===== src/rtl/image_window_compositor_if.sv =====
// Bundles the timing inputs, the window config port and the pixel outputs
// of the window compositor into one interface.
// master: timing/config source and pixel consumer; slave: the compositor.
interface image_window_compositor_if #(
    parameter int NUM_IMAGES = 2,
    parameter int ADDR_W     = 19
);
    localparam int IDX_W = (NUM_IMAGES > 1) ? $clog2(NUM_IMAGES) : 1;
    localparam int SEL_W = $clog2(NUM_IMAGES + 1);

    logic              hsync;
    logic              vsync;
    logic              visible;
    logic              cfg_we;
    logic [IDX_W-1:0]  cfg_idx;
    logic [2:0]        cfg_field;
    logic [ADDR_W-1:0] cfg_data;
    logic [SEL_W-1:0]  color_selector;
    logic [ADDR_W-1:0] address;
    logic              pix_valid;

    modport master (
        output hsync, vsync, visible, cfg_we, cfg_idx, cfg_field, cfg_data,
        input  color_selector, address, pix_valid
    );

    modport slave (
        input  hsync, vsync, visible, cfg_we, cfg_idx, cfg_field, cfg_data,
        output color_selector, address, pix_valid
    );
endinterface


===== src/rtl/image_window_compositor.sv =====
// Maps each visible pixel to a framebuffer address and winning window index.
// Latency: 2 cycles from visible/coordinate to address/color_selector/pix_valid.
// No backpressure: free-running pixel stream, one pixel per clk.
//
// Ports: clk, reset (async active-low), bus (slave modport): hsync/vsync/visible
// timing in, cfg_we/cfg_idx/cfg_field/cfg_data window config in,
// color_selector/address/pix_valid out.
module image_window_compositor #(
    parameter int NUM_IMAGES = 2,
    parameter int ADDR_W     = 19,
    parameter int H_W        = 11,
    parameter int V_W        = 10,
    parameter int DEF_W      = 480,
    parameter int DEF_H      = 320
) (
    input  logic                      clk,
    input  logic                      reset,
    image_window_compositor_if.slave  bus
);
    localparam int IDX_W  = (NUM_IMAGES > 1) ? $clog2(NUM_IMAGES) : 1;
    localparam int SEL_W  = $clog2(NUM_IMAGES + 1);
    localparam int PROD_W = H_W + V_W;
    localparam logic [SEL_W-1:0] BG_SEL = SEL_W'(NUM_IMAGES);

    // ---------------- pixel counters ----------------
    logic [H_W-1:0] h_count;
    logic [V_W-1:0] v_count;
    logic           visible_q;

    always_ff @(posedge clk or negedge reset) begin
        if (!reset) begin
            h_count   <= '0;
            v_count   <= '0;
            visible_q <= 1'b0;
        end else begin
            visible_q <= bus.visible;
            if (!bus.vsync) begin
                h_count <= '0;
                v_count <= '0;
            end else if (bus.visible) begin
                if (h_count != '1) h_count <= h_count + 1'b1;
            end else if (visible_q) begin
                // end of the visible part of a line
                h_count <= '0;
                if (v_count != '1) v_count <= v_count + 1'b1;
            end
        end
    end

    // ---------------- window config: shadow + active ----------------
    logic [H_W-1:0]    sh_x     [NUM_IMAGES];
    logic [V_W-1:0]    sh_y     [NUM_IMAGES];
    logic [H_W-1:0]    sh_w     [NUM_IMAGES];
    logic [V_W-1:0]    sh_h     [NUM_IMAGES];
    logic [ADDR_W-1:0] sh_base  [NUM_IMAGES];
    logic [1:0]        sh_scale [NUM_IMAGES];
    logic              sh_en    [NUM_IMAGES];

    logic [H_W-1:0]    act_x     [NUM_IMAGES];
    logic [V_W-1:0]    act_y     [NUM_IMAGES];
    logic [H_W-1:0]    act_w     [NUM_IMAGES];
    logic [V_W-1:0]    act_h     [NUM_IMAGES];
    logic [ADDR_W-1:0] act_base  [NUM_IMAGES];
    logic [1:0]        act_scale [NUM_IMAGES];
    logic              act_en    [NUM_IMAGES];

    // Out-of-range cfg_idx matches no window, so the write is dropped.
    always_ff @(posedge clk or negedge reset) begin
        if (!reset) begin
            for (int i = 0; i < NUM_IMAGES; i++) begin
                sh_x[i]     <= '0;
                sh_y[i]     <= '0;
                sh_w[i]     <= H_W'(DEF_W);
                sh_h[i]     <= V_W'(DEF_H);
                sh_base[i]  <= '0;
                sh_scale[i] <= '0;
                sh_en[i]    <= (i == 0);
            end
        end else if (bus.cfg_we) begin
            for (int i = 0; i < NUM_IMAGES; i++) begin
                if (bus.cfg_idx == IDX_W'(i)) begin
                    case (bus.cfg_field)
                        3'd0: sh_x[i]    <= H_W'(bus.cfg_data);
                        3'd1: sh_y[i]    <= V_W'(bus.cfg_data);
                        3'd2: sh_w[i]    <= H_W'(bus.cfg_data);
                        3'd3: sh_h[i]    <= V_W'(bus.cfg_data);
                        3'd4: sh_base[i] <= bus.cfg_data;
                        3'd5: sh_scale[i] <= (bus.cfg_data[1:0] == 2'd3) ? 2'd2
                                                                         : bus.cfg_data[1:0];
                        3'd6: sh_en[i]   <= bus.cfg_data[0];
                        default: ;
                    endcase
                end
            end
        end
    end

    // Commit happens on every vsync-low cycle; a write landing in the same
    // cycle only reaches the shadow and is picked up by the next commit.
    always_ff @(posedge clk or negedge reset) begin
        if (!reset) begin
            for (int i = 0; i < NUM_IMAGES; i++) begin
                act_x[i]     <= '0;
                act_y[i]     <= '0;
                act_w[i]     <= H_W'(DEF_W);
                act_h[i]     <= V_W'(DEF_H);
                act_base[i]  <= '0;
                act_scale[i] <= '0;
                act_en[i]    <= (i == 0);
            end
        end else if (!bus.vsync) begin
            for (int i = 0; i < NUM_IMAGES; i++) begin
                act_x[i]     <= sh_x[i];
                act_y[i]     <= sh_y[i];
                act_w[i]     <= sh_w[i];
                act_h[i]     <= sh_h[i];
                act_base[i]  <= sh_base[i];
                act_scale[i] <= sh_scale[i];
                act_en[i]    <= sh_en[i];
            end
        end
    end

    // ---------------- stage 1: per-window hit test ----------------
    logic           hit1 [NUM_IMAGES];
    logic [H_W-1:0] rx1  [NUM_IMAGES];
    logic [V_W-1:0] ry1  [NUM_IMAGES];
    logic           vis1;

    // One extra bit on each side so x+w / y+h cannot wrap.
    always_ff @(posedge clk or negedge reset) begin
        if (!reset) begin
            vis1 <= 1'b0;
            for (int i = 0; i < NUM_IMAGES; i++) begin
                hit1[i] <= 1'b0;
                rx1[i]  <= '0;
                ry1[i]  <= '0;
            end
        end else begin
            vis1 <= bus.visible;
            for (int i = 0; i < NUM_IMAGES; i++) begin
                hit1[i] <= act_en[i] && bus.visible
                        && ({1'b0, h_count} >= {1'b0, act_x[i]})
                        && ({1'b0, h_count} <  ({1'b0, act_x[i]} + {1'b0, act_w[i]}))
                        && ({1'b0, v_count} >= {1'b0, act_y[i]})
                        && ({1'b0, v_count} <  ({1'b0, act_y[i]} + {1'b0, act_h[i]}));
                rx1[i]  <= h_count - act_x[i];
                ry1[i]  <= v_count - act_y[i];
            end
        end
    end

    // ---------------- stage 2: priority select + address ----------------
    // Width/base/scale are read from the active set here; it only changes
    // while vsync is low, when no pixels are in flight.
    logic [PROD_W-1:0] line_off [NUM_IMAGES];
    logic [ADDR_W-1:0] win_addr [NUM_IMAGES];
    logic [SEL_W-1:0]  sel_n;
    logic [ADDR_W-1:0] addr_n;

    always_comb begin
        for (int i = 0; i < NUM_IMAGES; i++) begin
            line_off[i] = PROD_W'(act_w[i] >> act_scale[i])
                        * PROD_W'(ry1[i] >> act_scale[i]);
            win_addr[i] = act_base[i] + ADDR_W'(rx1[i] >> act_scale[i])
                        + ADDR_W'(line_off[i]);
        end
    end

    // Walk downwards so the lowest-index hit is the last one assigned.
    always_comb begin
        sel_n  = BG_SEL;
        addr_n = '0;
        for (int i = NUM_IMAGES - 1; i >= 0; i--) begin
            if (hit1[i]) begin
                sel_n  = SEL_W'(i);
                addr_n = win_addr[i];
            end
        end
    end

    always_ff @(posedge clk or negedge reset) begin
        if (!reset) begin
            bus.color_selector <= BG_SEL;
            bus.address        <= '0;
            bus.pix_valid      <= 1'b0;
        end else begin
            bus.color_selector <= sel_n;
            bus.address        <= addr_n;
            bus.pix_valid      <= vis1;
        end
    end

    // hsync carries no information for the counters; upper cfg_data bits
    // are ignored by the narrower fields.
    logic unused_inputs;
    assign unused_inputs = ^{bus.hsync, bus.cfg_data};

endmodule


===== src/flat_wrapper.sv =====
// flat-port wrapper written by rule: the top's interface ports become plain ports
module image_window_compositor_flat 
#(
    parameter int NUM_IMAGES = 2,
    parameter int ADDR_W     = 19,
    parameter int H_W        = 11,
    parameter int V_W        = 10,
    parameter int DEF_W      = 480,
    parameter int DEF_H      = 320
)
  (clk, reset, bus_hsync, bus_vsync, bus_visible, bus_cfg_we, bus_cfg_idx, bus_cfg_field, bus_cfg_data, bus_color_selector, bus_address, bus_pix_valid);
  image_window_compositor_if #(.NUM_IMAGES(NUM_IMAGES), .ADDR_W(ADDR_W)) bus_i ();
  input  logic clk;
  input  logic reset;
  input wire logic [$bits(bus_i.hsync)-1:0] bus_hsync;
  input wire logic [$bits(bus_i.vsync)-1:0] bus_vsync;
  input wire logic [$bits(bus_i.visible)-1:0] bus_visible;
  input wire logic [$bits(bus_i.cfg_we)-1:0] bus_cfg_we;
  input wire logic [$bits(bus_i.cfg_idx)-1:0] bus_cfg_idx;
  input wire logic [$bits(bus_i.cfg_field)-1:0] bus_cfg_field;
  input wire logic [$bits(bus_i.cfg_data)-1:0] bus_cfg_data;
  output wire logic [$bits(bus_i.color_selector)-1:0] bus_color_selector;
  output wire logic [$bits(bus_i.address)-1:0] bus_address;
  output wire logic [$bits(bus_i.pix_valid)-1:0] bus_pix_valid;
  assign bus_i.hsync = bus_hsync;
  assign bus_i.vsync = bus_vsync;
  assign bus_i.visible = bus_visible;
  assign bus_i.cfg_we = bus_cfg_we;
  assign bus_i.cfg_idx = bus_cfg_idx;
  assign bus_i.cfg_field = bus_cfg_field;
  assign bus_i.cfg_data = bus_cfg_data;
  assign bus_color_selector = bus_i.color_selector;
  assign bus_address = bus_i.address;
  assign bus_pix_valid = bus_i.pix_valid;
  image_window_compositor #(.NUM_IMAGES(NUM_IMAGES), .ADDR_W(ADDR_W), .H_W(H_W), .V_W(V_W), .DEF_W(DEF_W), .DEF_H(DEF_H)) u_core (.clk(clk), .reset(reset), .bus(bus_i));
endmodule

===== config.mk =====
export PLATFORM = sky130hd
export DESIGN_NAME = image_window_compositor_flat
export DESIGN_NICKNAME = d
export VERILOG_FILES = /design/src/rtl/image_window_compositor_if.sv /design/src/rtl/image_window_compositor.sv /design/src/flat_wrapper.sv
export SDC_FILE = /design/constraint.sdc
export NUM_CORES = 1
export LEC_CHECK = 0
export CORE_ASPECT_RATIO = 0.7
export CORE_MARGIN = 2
export CORE_UTILIZATION = 35
export DETAILED_ROUTE_END_ITERATION = 7
export SYNTH_ARGS = -nofsm -noshare
export SYNTH_HDL_FRONTEND = slang
export SYNTH_SLANG_ARGS = --single-unit

===== constraint.sdc =====
create_clock -name clk -period 14.7 [get_ports clk]
set_input_delay 2.94 -clock clk [delete_from_list [all_inputs] [get_ports clk]]
set_output_delay 2.94 -clock clk [all_outputs]
set_load 0.05 [all_outputs]

Word-level counts from Yosys, hierarchy flattened
Index checks and enable logic that the tools add are counted.
{"block": "totals", "register_bits": 344, "input_bits": 29, "output_inout_bits": 22}
{"block": "classes", "addsub": 14, "multipliers": 2, "magnitude_cmp": 8, "eq_ne": 14, "shifts": 6, "n_mux": 13, "n_bitwise": 1, "reduce_logical": 27}
{"cell": "adder 19 bit", "count": 4}
{"cell": "AND reduction 3 bit", "count": 15}
{"cell": "2-to-1 mux 11 bit", "count": 4}
{"cell": "multiplier 21 x 21 -> 19 bit", "count": 2}
{"cell": ">> shifter 10 x 2 -> 21 bit", "count": 2}
{"cell": ">> shifter 11 x 2 -> 21 bit", "count": 2}
{"cell": "2-to-1 mux 10 bit", "count": 4}
{"cell": "2-to-1 mux 19 bit", "count": 2}
{"cell": ">> shifter 11 x 2 -> 19 bit", "count": 2}
{"cell": "adder 11 x 11 -> 12 bit", "count": 2}
{"cell": "less-than comparator 11 x 12 -> 1 bit", "count": 2}
{"cell": "adder 10 x 10 -> 11 bit", "count": 2}
{"cell": "greater-or-equal comparator 11 bit", "count": 2}
{"cell": "less-than comparator 10 x 11 -> 1 bit", "count": 2}
{"cell": "subtractor 11 bit", "count": 2}
{"cell": "greater-or-equal comparator 10 bit", "count": 2}
{"cell": "subtractor 10 bit", "count": 2}
{"cell": "adder 11 x 1 -> 11 bit, second input constant", "count": 1}
{"cell": "inequality test 11 bit, second input constant", "count": 1}
{"cell": "adder 10 x 1 -> 10 bit, second input constant", "count": 1}
{"cell": "logical AND 1 bit", "count": 10}
{"cell": "inequality test 10 bit, second input constant", "count": 1}
{"cell": "== test 3 bit, second input constant", "count": 3}
{"cell": "== test 3 x 2 -> 1 bit, second input constant", "count": 2}
{"cell": "other kinds (10)", "count": 13}

Longest topological paths before layout
Gate-level depths: netlist (run 1).
{"block": "depth", "ltp_word": 5, "mapped_depth": 28}

Worst setup path before layout (run 1)
No wires, ideal clock.
{"block": "synth_path", "path_type": "reg2reg", "from": "reg u_core.act_scale[2] in the netlist's numbering", "to": "reg u_core.bus.address[17]", "setup_ps": 140, "arrival_ps": 6540, "path_slack_ps": 8020, "stages_incl_launch_ff": 26, "n_path_buf": 2, "cell_sequence": "dfrtp_1 > buf_4 > buf_2 > mux2_2 > mux2i_1 > nor2_1 > fa_1 > inv_1 > fa_1 > fa_1 > inv_1 > ha_1 > ha_1 > fa_1 > inv_1 > fa_1 > inv_1 > ha_1 > nor4_1 > a21oi_1 > a31o_1 > a2111oi_2 > o21a_2 > o21ai_2 > xnor2_1 > o22ai_1"}
{"block": "synth_between", "elab_chain_cells": 4, "word_cells_on_any_way": 7, "classes_between": "add/sub: 2; mul: 1; shift: 3; mux: 1"}
{"item": "start: declaration", "line_no": "image_window_compositor.sv:64", "rtl": "logic [1:0] act_scale [NUM_IMAGES];"}
{"item": "start signal: indexed assignment", "line_no": "image_window_compositor.sv:118", "rtl": "act_scale[i] <= sh_scale[i];"}
{"item": ">> shifter 11 x 2 -> 21 bit, or another cell as far along", "line_no": "image_window_compositor.sv:163", "rtl": "line_off[i] = PROD_W'(act_w[i] >> act_scale[i])"}
{"item": "multiplier 21 x 21 -> 19 bit or adder 19 bit (tied branches)", "line_no": "image_window_compositor.sv:164, image_window_compositor.sv:165"}
{"item": "adder 19 bit (*)", "line_no": "image_window_compositor.sv:166", "rtl": "+ ADDR_W'(line_off[i]);"}
{"item": "2-to-1 mux 19 bit (*)", "line_no": "image_window_compositor.sv:175", "rtl": "if (hit1[i]) begin"}
{"item": "net u_core.addr_n[17]", "line_no": "image_window_compositor.sv:159", "rtl": "logic [ADDR_W-1:0] addr_n;"}
{"item": "end signal: assignment", "line_no": "image_window_compositor.sv:189", "rtl": "bus.address <= addr_n;"}
{"item": "end: declaration", "line_no": "image_window_compositor_if.sv:29", "rtl": "output color_selector, address, pix_valid"}
Mark *: on every way through the listed nets, which the timed path passes. The rest lies on a longest branch.
A chain may end at the register's enable or synchronous reset.

Worst setup path in the final report (run 1)
Same ends and word-level chain as after synthesis.

==> impl_metrics.py, run 1 <==
metrics = {
    "timing": {
        "whs_ns": 0.4059,
        "finalMaxSlewViolations": 0,
        "slew_headroom_pct": 20.00,
        "setup_tns_ns": 0,
        "tightest_slew_ns": 1.196,
        "finalHoldViolations": 0,
        "rsz0062_at_grt": "no",
        "timing.final.crit_period_ns": 7.611,
        "skew_ns": 0.02362,
        "fmax_mhz": 131.4,
        "setup_viol_count_final": 0,
        "fin_crit_sh_pct": 51.77,
    },
    "layout": {
        "final_common_cell": "inv_1",
        "stdcell_count": 3614,
        "drive_above_1_share_pct": 15.51,
        "syn_to_final_growth_pct": 10.36,
        "nets": 3099,
        "most-common-layout-cells": "inv_1 (344), dfrtp_1 (317), mux2_2 (285)",
        "final_area_um2": 29560,
    },
    "clock_network": {
        "cts_root_buf": "clkbuf_16",
        "clkSlewWorstSetupHoldPaths_ns": 0.07,
        "numCtsBuffers": 35,
        "clock-sinks": 344,
        "clk_latency_ns": 0.56,
        "cts_setup_buffers": 0,
        "h-tree-depth": 2,
        "holdBufCountCts": 0,
        "cts_tree": "yes",
        "cts_resized": 0,
        "ctsLongestPathBuffers": 3,
    },
    "synth": {
        "synth_seq_cells": 344,
        "synthArstFlopShare_pct": 100.0,
        "synth_area_per_cell_um2": 10.47,
        "synth_top_area_share_pct": 29.62,
        "syn-num-nets": 3060,
        "netlist_top_cells_area": "dfrtp_1 (30%), fa_1 (15%), ha_1 (13%)",
        "yosysSeqAreaShare_pct": 32.27,
        "synth_top_area_cell": "dfrtp_1",
        "synth_edf_count": 0,
        "synth_flop_cell": "dfrtp_1",
        "synthCells": 2559,
        "syn_area_um2": 26780,
        "synth.distinct_cells": 66,
        "yosys_warnings": 0,
    },
    "job": {
        "cap_violations": 0,
    },
    "grt": {
        "grt_pass1_vias": 17890,
        "track_usage_pct": 17.52,
        "grt_antenna_before_repair": 2,
        "grt_first_pass_wirelength_um": 106300,
        "grt_overflow": 0,
        "grt_max_degree": 89,
    },
    "drt": {
        "detailedRoute.firstPassIterationCount": 5,
        "wl_um": 68330,
        "drtIter0Drc": 1412,
        "postRouteAntennaNets": 0,
        "vias_per_cell": 5.002,
        "avgRoutedWirePerCell_um": 18.91,
        "vias": 18080,
        "drcViolationCount": 0,
    },
    "worst_setup_path": {
        "crit_type": "flop to flop",
        "path_max_fanout": 37,
        "arrival_ns": 8.04,
        "crit_required_ns": 15.13,
        "crit_path_start_kind": "flop",
        "crit_path_end_kind": "flop",
    },
    "floorplan": {
        "die_y_um": 235.5,
        "die_area_um2": 78790,
        "io_pins": 51,
        "core_um2": 75460,
        "fp-row-count": 84,
        "initial_utilization_pct": 35.49,
        "die_w_um": 334.6,
    },
    "placed_design": {
        "dp_hpwl_um": 52440,
        "placed_area_um2": 28390,
        "dp_cells": 3550,
        "io_buffer_count": 49,
        "gp_congestion": 0.8876,
    },
    "min_path": {
        "min_path_type": "flop to flop",
    },
    "status": {
        "status": "completed",
    },
}
-- cells in the mapped netlist, drive strengths merged (8+ instances only) --
cell type  number
nor2b          32
mux2i          39
mux2          285
nand2         200
or3            16
ha            272
clkbuf         39
o21bai          8
o21a           21
inv           345
nor2          193
dfstp          27
a211oi         10
nor3           29
nand2b         20
a21boi         14
xor2           53
nand3          21
o21ai         101
xnor2          59
and2            9
o22ai           9
and3           20
nand4          12
a21o           34
a21oi          82
fa            200
buf            25
dfrtp         317
or2             8
-- critical path, stage by stage (launching register included) --
cell and delay (ns):
dfrtp_1 0.32, buf_4 0.42, mux2_2 0.43, mux2i_1 0.82
nor2_1 0.14, fa_1 0.54, inv_1 0.05, fa_1 0.47
fa_1 0.49, inv_1 0.04, ha_1 0.28, ha_1 0.33
fa_1 0.54, inv_1 0.05, fa_1 0.53, inv_1 0.04
ha_1 0.33, nor4_1 0.30, a21oi_1 0.10, a31o_1 0.27
a2111oi_2 0.43, o21a_2 0.23, o21ai_2 0.07, xnor2_1 0.14
o22ai_1 0.09
-- layer usage --
metal	vias to the layer above	GRT usage (%)	part of all wire, %
li1	8633	-	-
met1	8943	28.92	54
met2	452	22.39	37
met3	50	4.827	8.5
met4	0	2.405	1.2
met5	-	0	0
-- flip-flops by register name, indices dropped and copies added (netlist names), 4 cells and up --
register            cells
u_core.act_base        38
u_core.sh_base         38
u_core.v_count         10
u_core.sh_y            20
u_core.act_h           20
u_core.act_scale        4
u_core.sh_w            22
u_core.act_y           20
u_core.act_x           22
u_core.ry1             20
u_core.h_count         11
u_core.sh_scale         4
u_core.act_w           22
u_core.sh_h            20
u_core.rx1             22
u_core.bus.address     19
u_core.sh_x            22
-- cells by family after synthesis --
logic type,count (synthesis),synth area share (%)
buf+inv,410,5.807
mux,325,13.52
compound gates,324,7.554
xor+xnor,112,3.662
flops,344,32.27
simple gates,572,9.534
fa+ha+maj,472,27.65
-- final cells by class --
cell class	instances	area [µm²]
Antenna cell	1	2.502
Clock buffer	46	967.2
Clock inverter	17	193.9
Fill cell	7476	45900
Inverter	346	1299
Multi-Input combinational cell	1805	16590
Sequential cell	344	8642
Tap cell	989	1237
Timing Repair Buffer	66	624.3
-- metrics by stage --
step                      worst slack, ns  util [%]
after floorplan                     8.020         -
after global placement              7.176     37.63
after detailed placement            7.162     37.63
after CTS                           7.143     39.17
after global routing                6.722     39.17
final                               7.089     39.17
-- worst paths after layout --
kind / from / endpoint / slack, ns / cells past startpoint
max reg2reg: u_core.act_scale[2] / u_core.bus.address[17] / 7.09 / 24
max in group asynchronous: reset / u_core.act_h[4] / 10.28 / 3
min reg2reg: u_core.visible_q / u_core.bus.pix_valid / 0.41 / 0
max: u_core.act_scale[2] / u_core.bus.address[17] / 7.09 / 24
min in group asynchronous: reset / u_core.bus.address[1] / 2.38 / 1
min: u_core.visible_q / u_core.bus.pix_valid / 0.41 / 0
Power of run 1 is not shown: default switching activity piles up to over one toggle a cycle in this logic, so the estimate is an artifact.
==> run 2: changes to the inputs <==
- clock period: 14.7 -> 6.2 ns (I/O delays scaled with it)
==> run 2 against run 1 <==
Compared with the run above:
- the flow now finishes with violations (setup timing)
- sequential share of layout area decreased by 2.6 points
- register-to-register slack got worse by 7.4 ns
- final cell count increased by 6.4%
- non-clock buffer count increased by 235
==> impl_metrics.py, run 2 (synthesis results as in run 1) <==
metrics = {
    "status": {
        "status": "finished, violations left",
        "violations": "setup timing",
    },
    "job": {
        "cap_violations": 0,
    },
    "grt": {
        "met2_usage_pct": 24.32,
        "use_met1_pct": 30.71,
        "grt_antenna_before_repair": 4,
        "grt.busiest_layer": "met1",
        "use_met3_pct": 4.226,
        "grt_pass1_vias": 18960,
        "grt_max_degree": 146,
        "track_usage_pct": 18.52,
        "grt_overflow": 0,
        "grt_first_pass_wirelength_um": 112200,
    },
    "drt": {
        "drtIter0Drc": 1284,
        "detailedRoute.firstPassIterationCount": 5,
        "avgRoutedWirePerCell_um": 18.89,
        "vias": 19020,
        "drcViolationCount": 0,
        "wl_um": 72660,
        "vias_per_cell": 4.945,
        "postRouteAntennaNets": 0,
    },
    "worst_setup_path": {
        "crit_required_ns": 6.60,
        "crit_family": "adder cells",
        "crit_type": "flop to flop",
        "r2r_start": "u_core.act_scale[2]",
        "crit_path_start_kind": "flop",
        "arrival_ns": 6.87,
        "reg2reg_depth": 25,
        "critPathBufInv": 6,
        "path_max_fanout": 6,
        "path_common_cell": "fa_1",
        "critical-path-max-stage-delay_ns": 0.54,
        "r2r_slack_ns": -0.27,
        "cp_slowest_cell": "fa_1",
        "crit_path_end_kind": "flop",
        "r2r-end": "u_core.bus.address[17]",
    },
    "clock_network": {
        "cts_root_buf": "clkbuf_16",
        "cts_tree": "yes",
        "clk_latency_ns": 0.57,
        "h-tree-depth": 2,
        "ctsLongestPathBuffers": 3,
        "numCtsBuffers": 34,
        "clock-sinks": 344,
        "clkSlewWorstSetupHoldPaths_ns": 0.07,
    },
    "layout": {
        "drive_above_1_share_pct": 26.94,
        "n_antenna_cell": 0,
        "multi_input_area_um2": 17460,
        "nFillCells": 7274,
        "most-common-layout-cells": "inv_1 (333), dfrtp_1 (315), mux2_2 (270)",
        "largestRegisters": "u_core.act_base (38), u_core.sh_base (38)",
        "final_area_um2": 32470,
        "syn_to_final_growth_pct": 21.22,
        "final_common_cell": "inv_1",
        "nets": 3333,
        "regArea_um2": 8645,
    },
    "timing": {
        "finalMaxSlewViolations": 0,
        "finalHoldViolations": 0,
        "tightest_slew_ns": 1.208,
        "rsz0062_at_grt": "yes",
        "setup_tns_ns": -1.157,
        "fin_ws_ns": -0.2708,
        "setup_viol_count_final": 7,
        "timing.final.crit_period_ns": 6.471,
        "skew_ns": 0.03703,
        "fin_crit_sh_pct": 104.4,
        "fmax_mhz": 154.5,
        "slew_headroom_pct": 19.48,
    },
    "floorplan": {
        "core_um2": 75460,
        "die_y_um": 235.5,
        "fp-row-count": 84,
        "io_pins": 51,
        "die_area_um2": 78790,
        "initial_utilization_pct": 35.49,
        "die_w_um": 334.6,
    },
    "min_path": {
        "hold_end": "u_core.bus.pix_valid",
        "hold_depth": 0,
        "min-delay-start": "u_core.visible_q",
        "min_path_type": "flop to flop",
    },
    "placed_design": {
        "io_buffer_count": 49,
        "pre_cts_slack_ns": -0.4240,
        "gp_congestion": 0.9047,
        "dp_hpwl_um": 56810,
        "placed_area_um2": 30120,
    },
}
## run 2: cell types whose count changed in the layout (fill, tap and decap cells not counted), moves of 16 or more
cell	delta
o21ai_0	-21
ha_1	-23
buf_6	+16
buf_4	+207
nor2_1	-19
ha_4	+21
## run 2: worst max-delay path by stage
stage                     depth (start not counted)  slack, ns                endpoint           startpoint
after floorplan                                  25      -0.01  u_core.bus.address[17]  u_core.act_scale[0]
after global placement                           23      -0.38  u_core.bus.address[13]  u_core.act_scale[2]
after detailed placement                         23      -0.42  u_core.bus.address[13]  u_core.act_scale[2]
after CTS                                        25      -0.26  u_core.bus.address[17]  u_core.act_scale[2]
after global routing                             25      -0.48  u_core.bus.address[17]  u_core.act_scale[2]
final                                            25      -0.27  u_core.bus.address[17]  u_core.act_scale[2]
## run 2: repair_timing
action / 4_1_cts / 5_1_grt
hold buffers: 0 / 0
endpoints found under the hold margin: 0 / 0
gates cloned: 2 / 1
resized for setup: 79 / 114
endpoints found under the setup margin: 11 / 11
pin swaps: 31 / 62
buffers inserted: 7 / 16
## run 2: per-stage QoR
stage | utilization [%] | cells | hold slack [ns]
2_1_floorplan | - | 2559 | 0.3546
3_3_place_gp | 39.92 | 3759 | 0.3629
3_5_place_dp | 39.92 | 3759 | 0.3671
4_1_cts | 42.17 | 3830 | 0.3853
5_1_grt | 43.03 | 3847 | 0.4078
6_report | 43.03 | 3847 | 0.3891
## run 2: layout make-up
class | count | share of cell area (%)
well taps | 989 | 3.811
inverters | 346 | 4.000
multi-input cells | 1805 | 53.76
clock inverters | 17 | 0.8362
repair buffers | 301 | 8.066
flip-flops and latches | 344 | 26.62
clock buffers | 45 | 2.902
## run 2: routing by layer
metal	share of wire [%]	vias to the layer above
met5	0	-
met4	1.1	0
met3	6.2	63
met2	38	355
met1	55	9512
li1	-	9094
## run 2: worst reg2reg max path: stages (launching register included)
cell and delay, ns:
dfrtp_2 0.45, buf_12 0.16, mux2_4 0.32, mux2i_4 0.31, buf_6 0.15, nor2_2 0.04
fa_1 0.54, inv_1 0.05, fa_1 0.48, fa_2 0.54, inv_2 0.04, ha_4 0.26
ha_4 0.19, fa_1 0.50, inv_2 0.04, fa_1 0.51, inv_2 0.05, ha_4 0.23
nor4_4 0.29, a21oi_2 0.08, a31o_4 0.24, a2111oi_4 0.33, o21a_2 0.20, o21ai_2 0.06
xnor2_1 0.16, o22ai_1 0.09
Power of run 2 is left out for the same reason.
==> run 3: changes to the inputs <==
- HOLD_SLACK_MARGIN: not set -> 0.03
==> results of run 3 <==
No change in the layout: final DEF, timing and power equal those of run 2.
Power of run 3 is left out for the same reason.
